### src/rtl/stopwatch_controller.sv
// Sequencer for cascaded MM:SS seconds/minutes counters: decodes button pulses and the 1 Hz tick.
// One-cycle latency from input pulse to registered control pulse; no backpressure, every pulse is acted on or dropped.
module stopwatch_controller #(
    parameter int WIDTH     = 6,
    parameter int MAX_VALUE = 59
) (
    input  logic             clk,
    input  logic             reset_n,
    input  logic             tick,
    input  logic             btn_start_stop,
    input  logic             btn_reset,
    input  logic             btn_set,
    input  logic             btn_up,
    input  logic             btn_down,
    input  logic             mode_select,
    input  logic [WIDTH-1:0] sec_value,
    input  logic [WIDTH-1:0] min_value,
    output logic             sec_clear,
    output logic             sec_mode,
    output logic             sec_count,
    output logic             sec_inc,
    output logic             sec_dec,
    output logic             min_clear,
    output logic             min_mode,
    output logic             min_count,
    output logic             min_inc,
    output logic             min_dec,
    output logic             alarm,
    output logic [2:0]       state
);

    typedef enum logic [2:0] {
        S_IDLE    = 3'd0,
        S_RUN     = 3'd1,
        S_PAUSE   = 3'd2,
        S_SET_SEC = 3'd3,
        S_SET_MIN = 3'd4,
        S_DONE    = 3'd5
    } state_t;

    state_t state_q, state_d;
    logic   run_mode_q, run_mode_d;
    logic   clear_q, clear_d;
    logic   sec_count_q, sec_count_d;
    logic   min_count_q, min_count_d;
    logic   sec_inc_q, sec_inc_d;
    logic   sec_dec_q, sec_dec_d;
    logic   min_inc_q, min_inc_d;
    logic   min_dec_q, min_dec_d;
    logic   alarm_q, alarm_d;

    logic act_reset, act_ss, act_set, act_up, act_dn;
    logic sec_zero, sec_max, both_zero;

    // Only the highest-priority button of a cycle survives this decode.
    assign act_reset = btn_reset;
    assign act_ss    = !btn_reset && btn_start_stop;
    assign act_set   = !btn_reset && !btn_start_stop && btn_set;
    assign act_up    = !btn_reset && !btn_start_stop && !btn_set && btn_up;
    assign act_dn    = !btn_reset && !btn_start_stop && !btn_set && !btn_up && btn_down;

    assign sec_zero  = (sec_value == '0);
    assign sec_max   = (sec_value == WIDTH'(MAX_VALUE));
    assign both_zero = sec_zero && (min_value == '0);

    always_comb begin
        state_d     = state_q;
        run_mode_d  = run_mode_q;
        clear_d     = 1'b0;
        sec_count_d = 1'b0;
        min_count_d = 1'b0;
        sec_inc_d   = 1'b0;
        sec_dec_d   = 1'b0;
        min_inc_d   = 1'b0;
        min_dec_d   = 1'b0;

        if (act_reset) begin
            clear_d = 1'b1;
            state_d = S_IDLE;
        end else begin
            case (state_q)
                S_IDLE: begin
                    if (act_ss) begin
                        if (!(mode_select && both_zero)) begin
                            state_d    = S_RUN;
                            run_mode_d = mode_select;
                        end
                    end else if (act_set) begin
                        state_d = S_SET_SEC;
                    end
                end
                S_RUN: begin
                    if (tick) begin
                        if (run_mode_q && both_zero) begin
                            state_d = S_DONE;
                        end else begin
                            sec_count_d = 1'b1;
                            min_count_d = run_mode_q ? sec_zero : sec_max;
                        end
                    end
                    // A coincident start_stop still pauses after the tick is counted.
                    if (act_ss) begin
                        state_d = S_PAUSE;
                    end
                end
                S_PAUSE: begin
                    if (act_ss) begin
                        state_d = S_RUN;
                    end
                end
                S_SET_SEC: begin
                    if (act_set) begin
                        state_d = S_SET_MIN;
                    end else if (act_up) begin
                        sec_inc_d = 1'b1;
                    end else if (act_dn) begin
                        sec_dec_d = 1'b1;
                    end
                end
                S_SET_MIN: begin
                    if (act_set) begin
                        state_d = S_IDLE;
                    end else if (act_up) begin
                        min_inc_d = 1'b1;
                    end else if (act_dn) begin
                        min_dec_d = 1'b1;
                    end
                end
                S_DONE: begin
                    if (act_ss) begin
                        state_d = S_IDLE;
                    end
                end
                default: state_d = S_IDLE;
            endcase
        end

        alarm_d = (state_d == S_DONE);
    end

    always_ff @(posedge clk or negedge reset_n) begin
        if (!reset_n) begin
            state_q     <= S_IDLE;
            run_mode_q  <= 1'b0;
            clear_q     <= 1'b0;
            sec_count_q <= 1'b0;
            min_count_q <= 1'b0;
            sec_inc_q   <= 1'b0;
            sec_dec_q   <= 1'b0;
            min_inc_q   <= 1'b0;
            min_dec_q   <= 1'b0;
            alarm_q     <= 1'b0;
        end else begin
            state_q     <= state_d;
            run_mode_q  <= run_mode_d;
            clear_q     <= clear_d;
            sec_count_q <= sec_count_d;
            min_count_q <= min_count_d;
            sec_inc_q   <= sec_inc_d;
            sec_dec_q   <= sec_dec_d;
            min_inc_q   <= min_inc_d;
            min_dec_q   <= min_dec_d;
            alarm_q     <= alarm_d;
        end
    end

    assign sec_clear = clear_q;
    assign min_clear = clear_q;
    assign sec_mode  = run_mode_q;
    assign min_mode  = run_mode_q;
    assign sec_count = sec_count_q;
    assign min_count = min_count_q;
    assign sec_inc   = sec_inc_q;
    assign sec_dec   = sec_dec_q;
    assign min_inc   = min_inc_q;
    assign min_dec   = min_dec_q;
    assign alarm     = alarm_q;
    assign state     = state_q;

endmodule

### config.mk
export PLATFORM = sky130hd
export DESIGN_NAME = stopwatch_controller
export DESIGN_NICKNAME = d
export VERILOG_FILES = /design/src/rtl/stopwatch_controller.sv
export SDC_FILE = /design/constraint.sdc
export NUM_CORES = 1
export LEC_CHECK = 0
export BUFFER_PORTS_ARGS = -buffer_cell sky130_fd_sc_hd__clkbuf_2
export CORE_ASPECT_RATIO = 0.6
export CORE_MARGIN = 5
export CORE_UTILIZATION = 30
export CTS_CLUSTER_DIAMETER = 50
export DETAILED_ROUTE_END_ITERATION = 7
export PLACE_DENSITY = 0.57
export SYNTH_ARGS = -nofsm -noshare
export SYNTH_HDL_FRONTEND = slang
export SYNTH_SLANG_ARGS = --single-unit
export TNS_END_PERCENT = 10
### constraint.sdc
create_clock -name clk -period 3.03 [get_ports clk]
set_input_delay 0.4545 -clock clk [delete_from_list [all_inputs] [get_ports clk]]
set_output_delay 0.4545 -clock clk [all_outputs]
set_load 0.05 [all_outputs]
==> impl_metrics.yaml <==
routing:
  vias_per_cell: 4.85
  drc: 0
  drt_iter0_drc: 14
  wl_per_cell_um: 13.1
  drtAntennaViolNets: 0
  dr.pass1.iters: 5
  wl_um: 1740
  num_vias: 640
setup_path:
  start_kind: "flip-flop"
  cp.arrival_ns: 1.10
  r2r-start: "state[1]$_DFF_PN0_"
  critPathBufInv: 1
  cpLargestDelayFamily: "flip-flops"
  r2r-end: "alarm$_DFF_PN0_"
  reg2regPathDepth: 4
  path_cells: "clkbuf_2"
  max_stage_delay_ns: 0.52
  crit_path_start: "state[1]$_DFF_PN0_"
  cp.depth: 1
  slowest_stage: "dfrtp_1"
  crit_path_max_fanout: 9
  cp-end-kind: "output pin"
  crit_end: "state[1]"
  crit_type: "reg2out"
  crit_required_ns: 2.58
  reg2reg_slack_ns: 1.59
power_and_ir_drop:
  power_density_nw_per_um2: 528
  ir_drop_v: 0.000127
  p_leak_nw: 0.434
layout:
  mostFrequentLayoutCells: "clkbuf_2 (34), dfrtp_1 (12), nor2_1 (8)"
  layout_commonest_cell: "clkbuf_2"
  final_layout_size_suffix_gt1_frac: 0.441
  antenna_cells: 0
  post-route-util: 0.425
  final.fill_count: 223
  final_area_um2: 913
  final_cells: 132
  syn_to_final_growth_pct: 37.2
  num-nets-final: 124
timing:
  slew_headroom: 0.788
  worst_slack_ns: 1.47
  setup_viol: 0
  finalHoldViolations: 0
  finalCritPeriodShare: 0.514
  max_freq_mhz: 641
  worst_pin_slew_ns: 0.318
  period_needed_ns: 1.56
  clock_skew_ns: 0.00219
  slew_viol_final: 0
  setup_tns_ns: 0
  rsz0062_at_grt: "no"
place:
  place_ws_ns: 1.40
  placedCellCount: 128
  port_buffers: 34
  place_hpwl_um: 1370
  place_area_um2: 858
  place.gp.congestion: 0.799
logic_synthesis:
  synth.area.top_cells: "dfrtp_1 (45%), nor4_4 (6.4%), nor2_1 (4.5%), o2111ai_4 (3.9%), a2bb2oi_1 (3.9%)"
  avgSynthCellArea_um2: 10.1
  synth_warnings: 0
  mappedNetlistArea_um2: 666
  synth_top_area_cell: "dfrtp_1"
  ys_seq_elements: 12
  ys_types: 26
  synth_top_area_frac: 0.451
  synth_cells: 66
  syn_nets: 87
  yosysSeqAreaShare: 0.451
clocking:
  clkSinkCount: 12
  post-cts-setup-buffers: 0
  cts_max_level: 1
  cts_buffers: 3
  clk_latency_ns: 0.25
  cts_tree: "built"
  cts_root_buffer: "clkbuf_8"
  hold_buffers: 0
  cts.clk_slew.worst_paths_ns: 0.06
  clk_path_buf_depth: 2
  cts_resized: 0
floorplanning:
  die-area_um2: 3290
  initial_core_util: 0.310
  core_area_um2: 2150
  ios: 35
  rows: 13
  die_x_um: 70.8
  die_h_um: 46.5
global_route:
  grt_usage: 0.112
  grt_pass1_wl_um: 2780
  grt-ovfl-total: 0
  grt_pass1_vias: 622
  antenna_found_initial: 0
  grt_max_degree: 13
flow_run:
  max-cap-violations: 0
worst_hold_path:
  min_path_type: "in2async"
status:
  status: "finished, final reports clean"
[where the power goes]
part / total, mW / switching, mW / internal (mW) / leakage [nW]
clock network: 0.179 / 0.0638 / 0.115 / 0.0288
logic: 0.117 / 0.0823 / 0.0351 / 0.245
registers: 0.186 / 0.0174 / 0.169 / 0.160
total: 0.482 / 0.164 / 0.319 / 0.434
[routing by layer]
metal | up-vias | part of all wire | track usage
met5 | - | 0 | 0
met4 | 0 | 0.0046 | 0.0225
met3 | 2 | 0.076 | 0.0501
met2 | 17 | 0.52 | 0.195
met1 | 306 | 0.40 | 0.130
li1 | 315 | - | -
[flip-flops by register name, summed over array words and instances, names as in the netlist]
register	count
min_dec	1
sec_count	1
sec_inc	1
sec_dec	1
min_count	1
min_clear	1
min_inc	1
state	3
min_mode	1
alarm	1
[layout make-up]
type	count	area [µm²]	share of cell area
sequential	12	300	0.329
tap	30	37.5	0.0411
multi-input combinational	48	335	0.367
inverter	4	15.0	0.0164
clock buffer	4	55.1	0.0603
timing repair buffer	34	170	0.186
[synthesized netlist by cell type]
cell and n:
o22a_1 1, a2bb2oi_1 3, and4_4 1, dfrtp_1 12
and2b_2 1, a211oi_1 1, nor4_4 2, buf_4 2
and3_1 1, a41oi_1 1, a31oi_1 1, nand4b_1 1
nor4_1 2, o21ai_0 2, nand2_1 6, o211ai_1 1
a221oi_2 1, inv_1 4, nor2b_1 3, nor2_1 8
o2111ai_4 1, nand3_1 3, or2_2 1, nand2b_1 1
a21oi_1 3, nor3_1 3
[worst min-delay path by stage]
| stage | from | cells past startpoint | endpoint |
|---|---|---|---|
| global route | reset_n | 1 | min_count$_DFF_PN0_ |
| global placement | reset_n | 1 | sec_count$_DFF_PN0_ |
| finish | reset_n | 1 | min_inc$_DFF_PN0_ |
| detailed placement | reset_n | 1 | sec_count$_DFF_PN0_ |
| floorplan | reset_n | 0 | alarm$_DFF_PN0_ |
| CTS | reset_n | 1 | min_count$_DFF_PN0_ |
[through the flow]
stage          power [mW]  hold slack (ns)
2_1_floorplan       0.267            0.159
3_3_place_gp        0.306            0.357
3_5_place_dp        0.306            0.360
4_1_cts             0.488           0.0922
5_1_grt             0.504            0.106
6_report            0.482           0.0915
[kinds of logic after synthesis]
| family | Yosys count | share of synthesized area |
|---|---|---|
| AND/OR/NAND/NOR | 33 | 0.306 |
| AO/OA/AOI/OAI | 15 | 0.197 |
| flip-flops | 12 | 0.451 |
| buffers and inverters | 6 | 0.0451 |
(Power assumes the default switching activity.)
